File: src/rtl/spi_master_shifter.sv
// SPI master data path: accepts a TX word, shifts MOSI / samples MISO on SCK generator strobes.
// Define SPI_LSB_FIRST_EN for LSB-first framing; the default build is MSB-first.
module spi_master_shifter #(
    parameter int unsigned SPI_MAX_WIDTH_LOG = 4,
    parameter int unsigned DATA_WIDTH        = 2 ** SPI_MAX_WIDTH_LOG
) (
    input  logic                         clk,
    input  logic                         rst_n,
    input  logic                         tx_valid,
    output logic                         tx_ready,
    input  logic [DATA_WIDTH-1:0]        tx_data,
    input  logic [SPI_MAX_WIDTH_LOG-1:0] spi_width,
    input  logic                         cpha,
    output logic                         spi_start,
    input  logic                         sck_first_edge,
    input  logic                         sck_second_edge,
    input  logic                         spi_finish,
    input  logic                         miso,
    output logic                         mosi,
    output logic                         rx_valid,
    output logic [DATA_WIDTH-1:0]        rx_data,
    output logic                         busy
);
    localparam int unsigned CW = SPI_MAX_WIDTH_LOG + 1;

    typedef enum logic [1:0] {StIdle, StXfer, StDone} state_e;

    state_e                       state;
    logic                         cpha_q;
    logic [SPI_MAX_WIDTH_LOG-1:0] width_q;
    logic [DATA_WIDTH-1:0]        tx_shift;
    logic [DATA_WIDTH-1:0]        rx_shift;
    logic [DATA_WIDTH-1:0]        rx_shift_nxt;
    logic [DATA_WIDTH-1:0]        rx_mask;
    logic [CW-1:0]                bit_cnt;
    logic [CW-1:0]                n_bits;
    logic [SPI_MAX_WIDTH_LOG-1:0] pad_in;
    logic                         sample_stb;
    logic                         shift_stb;
    logic                         do_sample;

    assign tx_ready = (state == StIdle);
    assign busy     = (state != StIdle);

    // Number of unused bit positions above the frame, for the offered and the latched width
    assign pad_in  = SPI_MAX_WIDTH_LOG'(DATA_WIDTH - 1) - spi_width;
    assign rx_mask = {DATA_WIDTH{1'b1}} >> (SPI_MAX_WIDTH_LOG'(DATA_WIDTH - 1) - width_q);
    assign n_bits  = {1'b0, width_q} + CW'(1);

`ifdef SPI_LSB_FIRST_EN
    assign mosi = (state == StXfer) ? tx_shift[0] : 1'b0;
`else
    assign mosi = (state == StXfer) ? tx_shift[DATA_WIDTH-1] : 1'b0;
`endif

    always_comb begin
        sample_stb   = cpha_q ? sck_second_edge : sck_first_edge;
        shift_stb    = cpha_q ? sck_first_edge : sck_second_edge;
        do_sample    = (state == StXfer) && sample_stb && (bit_cnt < n_bits);
        rx_shift_nxt = rx_shift;
        if (do_sample) begin
`ifdef SPI_LSB_FIRST_EN
            rx_shift_nxt[bit_cnt[SPI_MAX_WIDTH_LOG-1:0]] = miso;
`else
            rx_shift_nxt = {rx_shift[DATA_WIDTH-2:0], miso};
`endif
        end
    end

    always_ff @(posedge clk or negedge rst_n) begin
        if (!rst_n) begin
            state     <= StIdle;
            cpha_q    <= 1'b0;
            width_q   <= '0;
            tx_shift  <= '0;
            rx_shift  <= '0;
            bit_cnt   <= '0;
            spi_start <= 1'b0;
            rx_valid  <= 1'b0;
            rx_data   <= '0;
        end else begin
            spi_start <= 1'b0;
            rx_valid  <= 1'b0;
            unique case (state)
                StIdle: begin
                    if (tx_valid) begin
                        cpha_q    <= cpha;
                        width_q   <= spi_width;
`ifdef SPI_LSB_FIRST_EN
                        tx_shift  <= tx_data;
`else
                        tx_shift  <= tx_data << pad_in;
`endif
                        rx_shift  <= '0;
                        bit_cnt   <= '0;
                        spi_start <= 1'b1;
                        state     <= StXfer;
                    end
                end
                StXfer: begin
                    rx_shift <= rx_shift_nxt;
                    if (do_sample) begin
                        bit_cnt <= bit_cnt + CW'(1);
                    end
                    if (shift_stb) begin
`ifdef SPI_LSB_FIRST_EN
                        tx_shift <= tx_shift >> 1;
`else
                        tx_shift <= tx_shift << 1;
`endif
                    end
                    // A sample landing in the finish cycle is still part of the frame
                    if (spi_finish) begin
                        rx_valid <= 1'b1;
                        rx_data  <= rx_shift_nxt & rx_mask;
                        state    <= StDone;
                    end
                end
                StDone: begin
                    state <= StIdle;
                end
                default: begin
                    state <= StIdle;
                end
            endcase
        end
    end

endmodule

File: config.mk
export PLATFORM = sky130hd
export DESIGN_NAME = spi_master_shifter
export DESIGN_NICKNAME = d
export VERILOG_FILES = /design/src/rtl/spi_master_shifter.sv
export SDC_FILE = /design/constraint.sdc
export NUM_CORES = 1
export LEC_CHECK = 0
export CAP_MARGIN = 15
export CORE_ASPECT_RATIO = 1.75
export CORE_UTILIZATION = 41
export DETAILED_ROUTE_END_ITERATION = 8
export HOLD_SLACK_MARGIN = 0.1
export PLACE_DENSITY = 0.74
export SLEW_MARGIN = 20
export SYNTH_ARGS = -nofsm -noshare
export SYNTH_HDL_FRONTEND = slang
export SYNTH_SLANG_ARGS = --single-unit
export TNS_END_PERCENT = 30
File: constraint.sdc
create_clock -name clk -period 4.1 [get_ports clk]
set_input_delay 0.615 -clock clk [delete_from_list [all_inputs] [get_ports clk]]
set_output_delay 0.615 -clock clk [all_outputs]
set_load 0.05 [all_outputs]
==> summary.md <==
| Metric | Value |
|---|---|
| Status | `complete, no violations` |
| Die X | `71.60 um` |
| Setup CP Type | `flip-flop to output pin` |
| Post-synth ARST share | `100.0%` |
| Post-route cell area | `0.004280 mm^2` |
| Relative slew slack | `34.44%` |
| Min Tclk post-route | `3.052 ns` |
| Setup crit start kind | `flip-flop` |
| Antenna violations before repair | `0` |
| Yosys top cell by area | `dfrtp_1` |
| RSZ-0062 raised after global routing | `false` |
| Met2 WL post-DR | `4496 um` |
| Post-DP HPWL | `5943 um` |
| Post-route setup TNS | `0 ns` |
| GPL Wtd Cong | `0.9566` |
| Core area | `0.008258 mm^2` |
| Overflow left after global routing | `0` |
| Cells after synthesis | `322` |
| Clk Latency, worst-skew pair | `0.33 ns` |
| CTS tree | `done` |
| Drt wl/cell | `17.45 um` |
| Routed vias | `2760` |
| # IOs | `49` |
| DRT iter0 DRCs | `188` |
| Initial Util | `42.09%` |
| Syn Nets | `359` |
| CP arrival | `2.44 ns` |
| Tcrit/Tclk final | `74.44%` |
| Leakage | `1.838 nW` |
| Post-synth EDFFs | `0` |
| FF+latch count, synth | `62` |
| Area after DPL | `0.003979 mm^2` |
| H-Tree Depth | `3` |
| Critical Path RT | `3.48 ns` |
| CTS resizes | `0` |
| Final Hold Fails | `0` |
| Clock transition at path regs | `0.05 ns` |
| Cell family with most CP delay | `simple AND/OR/NAND/NOR gates` |
| Metal3 WL | `315 um` |
| Die footprint | `0.008864 mm^2` |
| CP max stage cell | `clkdlybuf4s50_1` |
| Crit-path cells | `and2b_1, and2_1, clkdlybuf4s50_1` |
| Layout cells sized above 1 | `13.32%` |
| Hold/Removal Path Class | `input port to asynchronous set/reset pin` |
| Syn. warnings | `0` |
| Synth Flop Type | `dfrtp_1` |
| Bufs on Longest Clock Path | `2` |
| Maximum vdd ir drop | `0.2469 mV` |
| Buffer and inverter count on the worst path | `1` |
| Sequential fraction of the synthesis area | `44.64%` |
| Yosys top cell area share | `44.64%` |
| Syn_area_per_cell | `10.79 um^2` |
| Crit-path max cell delay | `0.80 ns` |
| Area grow syn2layout | `23.15%` |
| Ant. Diodes | `0` |
| Largest net degree at the start of global routing | `34` |
| 1st-pass router iterations | `4` |
| Nets | `400` |
| Remaining DRCs | `0` |
| Hold Buf Count CTS | `0` |
| Netlist Area Pre-Place | `0.003476 mm^2` |
| Synth area leaders | `dfrtp_1, mux4_2, mux2i_1, a22o_1, nand2_1` |
| # rows | `44` |
| Vias in the first global route | `2736` |
| Max layer used | `met4` |
| Commonest cells post-synth | `dfrtp_1, nand2_1, a22o_1` |
| CTS Buf Count | `9` |
| DR vias/cell | `6.000` |
| # clock sinks | `62` |
| GRT Resource Usage Total | `20.11%` |
| Final setup viols | `0` |
| First-pass GRT wire length | `13380 um` |
| Worst-Margin Slew | `0.9803 ns` |
| CP max FO | `20` |
| Met1 Wirelength | `2918 um` |
| Count of pins over their slew limit | `0` |
| Detail Route Antenna Nets | `0` |
| Most common cell in the netlist | `dfrtp_1` |
| DIE HEIGHT | `123.8 um` |
| Root buf cell | `clkbuf_16` |
| Routed Wire Length | `8027 um` |
| P per Cell Area | `577.2 mW/mm^2` |
| Setup Skew | `0.003211 ns` |
| Postcts setup bufs | `0` |
| Port Buffers | `48` |
| Synth cell types | `45` |
| MaxCap Viol Count | `0` |
| F_max | `0.3277 GHz` |
| CP endpoint kind | `output pin` |
==> worst reg2reg max path: cells and delay by family, from the launching register on <==
| kind | cells | cell delay, ns |
|---|---|---|
| AND/OR/NAND/NOR | 1 | 0.53 |
| adder cells (fa/ha/maj) | 2 | 0.60 |
| buffers and inverters | 3 | 0.52 |
| AO/OA/AOI/OAI | 3 | 0.43 |
| flip-flops | 1 | 0.51 |
| multiplexers | 1 | 0.35 |
==> routing by layer <==
| layer | vias to the layer above | track usage [%] |
|---|---|---|
| met5 | - | 0 |
| met1 | 1369 | 20.18 |
| li1 | 1286 | - |
| met4 | 0 | 11.76 |
| met2 | 83 | 37.44 |
| met3 | 22 | 4.369 |
==> logic make-up after synthesis <==
group	count (synthesis)	share of synthesized area [%]
mux	44	17.82
fa+ha+maj	9	3.240
xor+xnor	1	0.2520
buf+inv	35	4.895
compound gates	92	18.83
simple gates	79	10.33
flops	62	44.64
==> cell usage in the layout, fill, tap and decap left out, drive strengths merged, types with 2 or more instances in the layout <==
| cell type | instances |
|---|---|
| dfrtp | 62 |
| clkdlybuf4s50 | 47 |
| nand2 | 42 |
| o21ai | 29 |
| a22o | 20 |
| nor2 | 18 |
| mux2i | 18 |
| mux4 | 13 |
| mux2 | 13 |
| clkbuf | 12 |
| inv | 11 |
| a21oi | 11 |
| o31ai | 10 |
| ha | 9 |
| a221oi | 6 |
| buf | 6 |
| nand3 | 5 |
| clkinv | 4 |
| a21o | 3 |
| and2 | 2 |
| nor2b | 2 |
| o2111ai | 2 |
| a32oi | 2 |
| nor3b | 2 |
| a222oi | 2 |
==> through the flow <==
stage	setup slack (ns)	util (%)	total power (W)	hold slack, ns	cells
after global routing	0.8272	51.83	0.002610	0.3781	460
after global placement	0.9313	48.18	0.001696	0.4638	444
after detailed placement	0.8939	48.18	0.001722	0.4658	444
after floorplan	1.623	-	0.001477	0.3194	322
final	1.048	51.83	0.002471	0.3146	460
after CTS	1.039	51.83	0.002488	0.3253	460
==> state kept, by name, summed over array words and instances, names as in the netlist <==
register   count
spi_start      1
width_q        4
state          2
cpha_q         1
rx_valid       1
tx_shift      16
rx_data       16
rx_shift      16
bit_cnt        5
==> where the power goes <==
group | leakage, nW | total (W) | internal (W) | switching [W]
Clock | 0.152 | 0.000759 | 0.000500 | 0.000259
Sequential | 0.828 | 0.000883 | 0.000747 | 0.000136
Combinational | 0.857 | 0.000828 | 0.000318 | 0.000510
==> worst paths after layout <==
path / end / slack, ns / cells after the start / start
worst max-delay path: mosi / 1.05 / 3 / state[1]$_DFFE_PN0P_
worst min-delay path: rx_data[13]$_DFFE_PN0P_ / 0.31 / 1 / rst_n
worst max register to register: rx_data[1]$_DFFE_PN0P_ / 1.05 / 10 / width_q[2]$_DFFE_PN0P_
worst min register to register: rx_data[5]$_DFFE_PN0P_ / 0.47 / 2 / rx_data[5]$_DFFE_PN0P_
max in group asynchronous: tx_shift[8]$_DFFE_PN0P_ / 2.90 / 2 / rst_n
min in group clk: rx_data[5]$_DFFE_PN0P_ / 0.47 / 2 / rx_data[5]$_DFFE_PN0P_
==> final cells by class <==
class / count / area (um^2)
Inverter: 12 / 45.04
Multi-Input combinational cell: 225 / 1754
Sequential cell: 62 / 1551
Timing Repair Buffer: 53 / 513.0
Clock buffer: 12 / 256.5
Tap cell: 92 / 115.1
Fill cell: 744 / 3978
Clock inverter: 4 / 45.04
No activity file was read; power rests on OpenSTA's default activity.
==> edit, RTL diff (same settings) <==
Add a define of `SPI_LSB_FIRST_EN`.
--- a/src/rtl/spi_master_shifter.sv
+++ b/src/rtl/spi_master_shifter.sv
@@ -1,5 +1,7 @@
 // SPI master data path: accepts a TX word, shifts MOSI / samples MISO on SCK generator strobes.
 // Define SPI_LSB_FIRST_EN for LSB-first framing; the default build is MSB-first.
+`define SPI_LSB_FIRST_EN
+
 module spi_master_shifter #(
     parameter int unsigned SPI_MAX_WIDTH_LOG = 4,
     parameter int unsigned DATA_WIDTH        = 2 ** SPI_MAX_WIDTH_LOG
Behaviour: not the same (Yosys sat finds a counterexample within 4 cycles, from zero or initial values and one cycle with rst_n low).
==> edit against the original RTL <==
Routed wire length rose by 5.1%. Maximum frequency grew 2.8%. Sequential cell count unchanged. Sequential share of layout area grew 0.42 points. Total power rose by 17%. Setup slack gained 0.084 ns. Final area decreased by 1.1%. Sequential power up 5.1%. Area after synthesis decreased by 0.65%. Worst hold slack better by 0.094 ns. The flow now finishes with violations (design-rule violations).
==> edit: results (changes against the original RTL) <==
Synthesis
- sky130_fd_sc_hd__dfrtp_1, sky130_fd_sc_hd__nand2_1, sky130_fd_sc_hd__ha_1, sky130_fd_sc_hd__mux2_2, sky130_fd_sc_hd__nand3_1 — Area contributors post-synth
- 428 — net count of the mapped netlist, +19%
- 0.1547 — compound-gate portion of the synthesized area, -0.03355
- 0.4493 — sequential fraction of the synthesis area, +0.002911
- sky130_fd_sc_hd__nand2_1, sky130_fd_sc_hd__dfrtp_1, sky130_fd_sc_hd__nand3_1, sky130_fd_sc_hd__o21ai_0, sky130_fd_sc_hd__nor2_1 — top cells by instance count after synthesis
- 388 — Mapped Cells, +20%

Global route
- 41 — maximum number of pins on one net before global-route repair, +21%
- 0.2106 — gr usage total, +0.009516

Route
- 8 — number of iterations in the first detailed-routing pass, +4
- 377 — Iteration-0 DRC Markers, +100%
- 2 — Remaining DRCs, +2
- 8435 um — wire length reported by the detailed router, +5.1%
- 2,992 — detailed-route via count, +8.4%

STA
- 1.033 ns — worst slew pin tran, +0.05226 ns
- 0.006869 ns — setup clock skew after layout, +0.003658 ns

Power and ir drop
- 1.844 nW — cell leakage power, +0.33%
- 0.429 — combinational group share of total power, +0.094
- 427.1 uV — VDD IR-drop max, +73%
- 0.4300 — net switching fraction of the power, +0.06333
- 0.000928 W — flip-flop and latch power, +5.1%

Placement
- 3936 um2 — area of placed instances, -1.1%
- 5820 um — HPWL reported at the end of detailed placement, -2.1%
- 505 — total instance count after detailed placement, +14%
- 0.8897 — final RePlAce weighted congestion, -7.0%

Critical path
- compound AO/OA/AOI/OAI gates — Top Family by Delay on Critical Path

Status
- finished with violations — run status
- design-rule violations — violated checks

Cells and area
- 0.1002 — proportion of layout cells with a drive suffix above 1, -0.03292

-- edit: layer usage --
metal	vias to the layer above	routed length [um]	GRT usage
met3	30	448	0.04727
met4	0	344	0.1413
met5	-	0	0
li1	1420	-	-
met1	1425	3313	0.2290
met2	117	4327	0.3625
-- edit: final timing paths --
path                            startpoint  cells after the start      endpoint  slack (ns)
worst min register to register  rx_data[2]                      2    rx_data[2]        0.48
min in group clk                rx_data[2]                      2    rx_data[2]        0.48
worst max-delay path            width_q[2]                      9   rx_shift[9]        1.13
max in group asynchronous            rst_n                      2  rx_shift[11]        2.83
worst min-delay path                 rst_n                      1   tx_shift[0]        0.41
worst max register to register  width_q[2]                      9   rx_shift[9]        1.13
-- edit: cell type report --
class | count | share of cell area
multi-input cells | 279 | 0.3992
well taps | 92 | 0.02720
flip-flops and latches | 62 | 0.3666
repair buffers | 54 | 0.1230
clock inverters | 4 | 0.007392
clock buffers | 12 | 0.06061
inverters | 18 | 0.01597
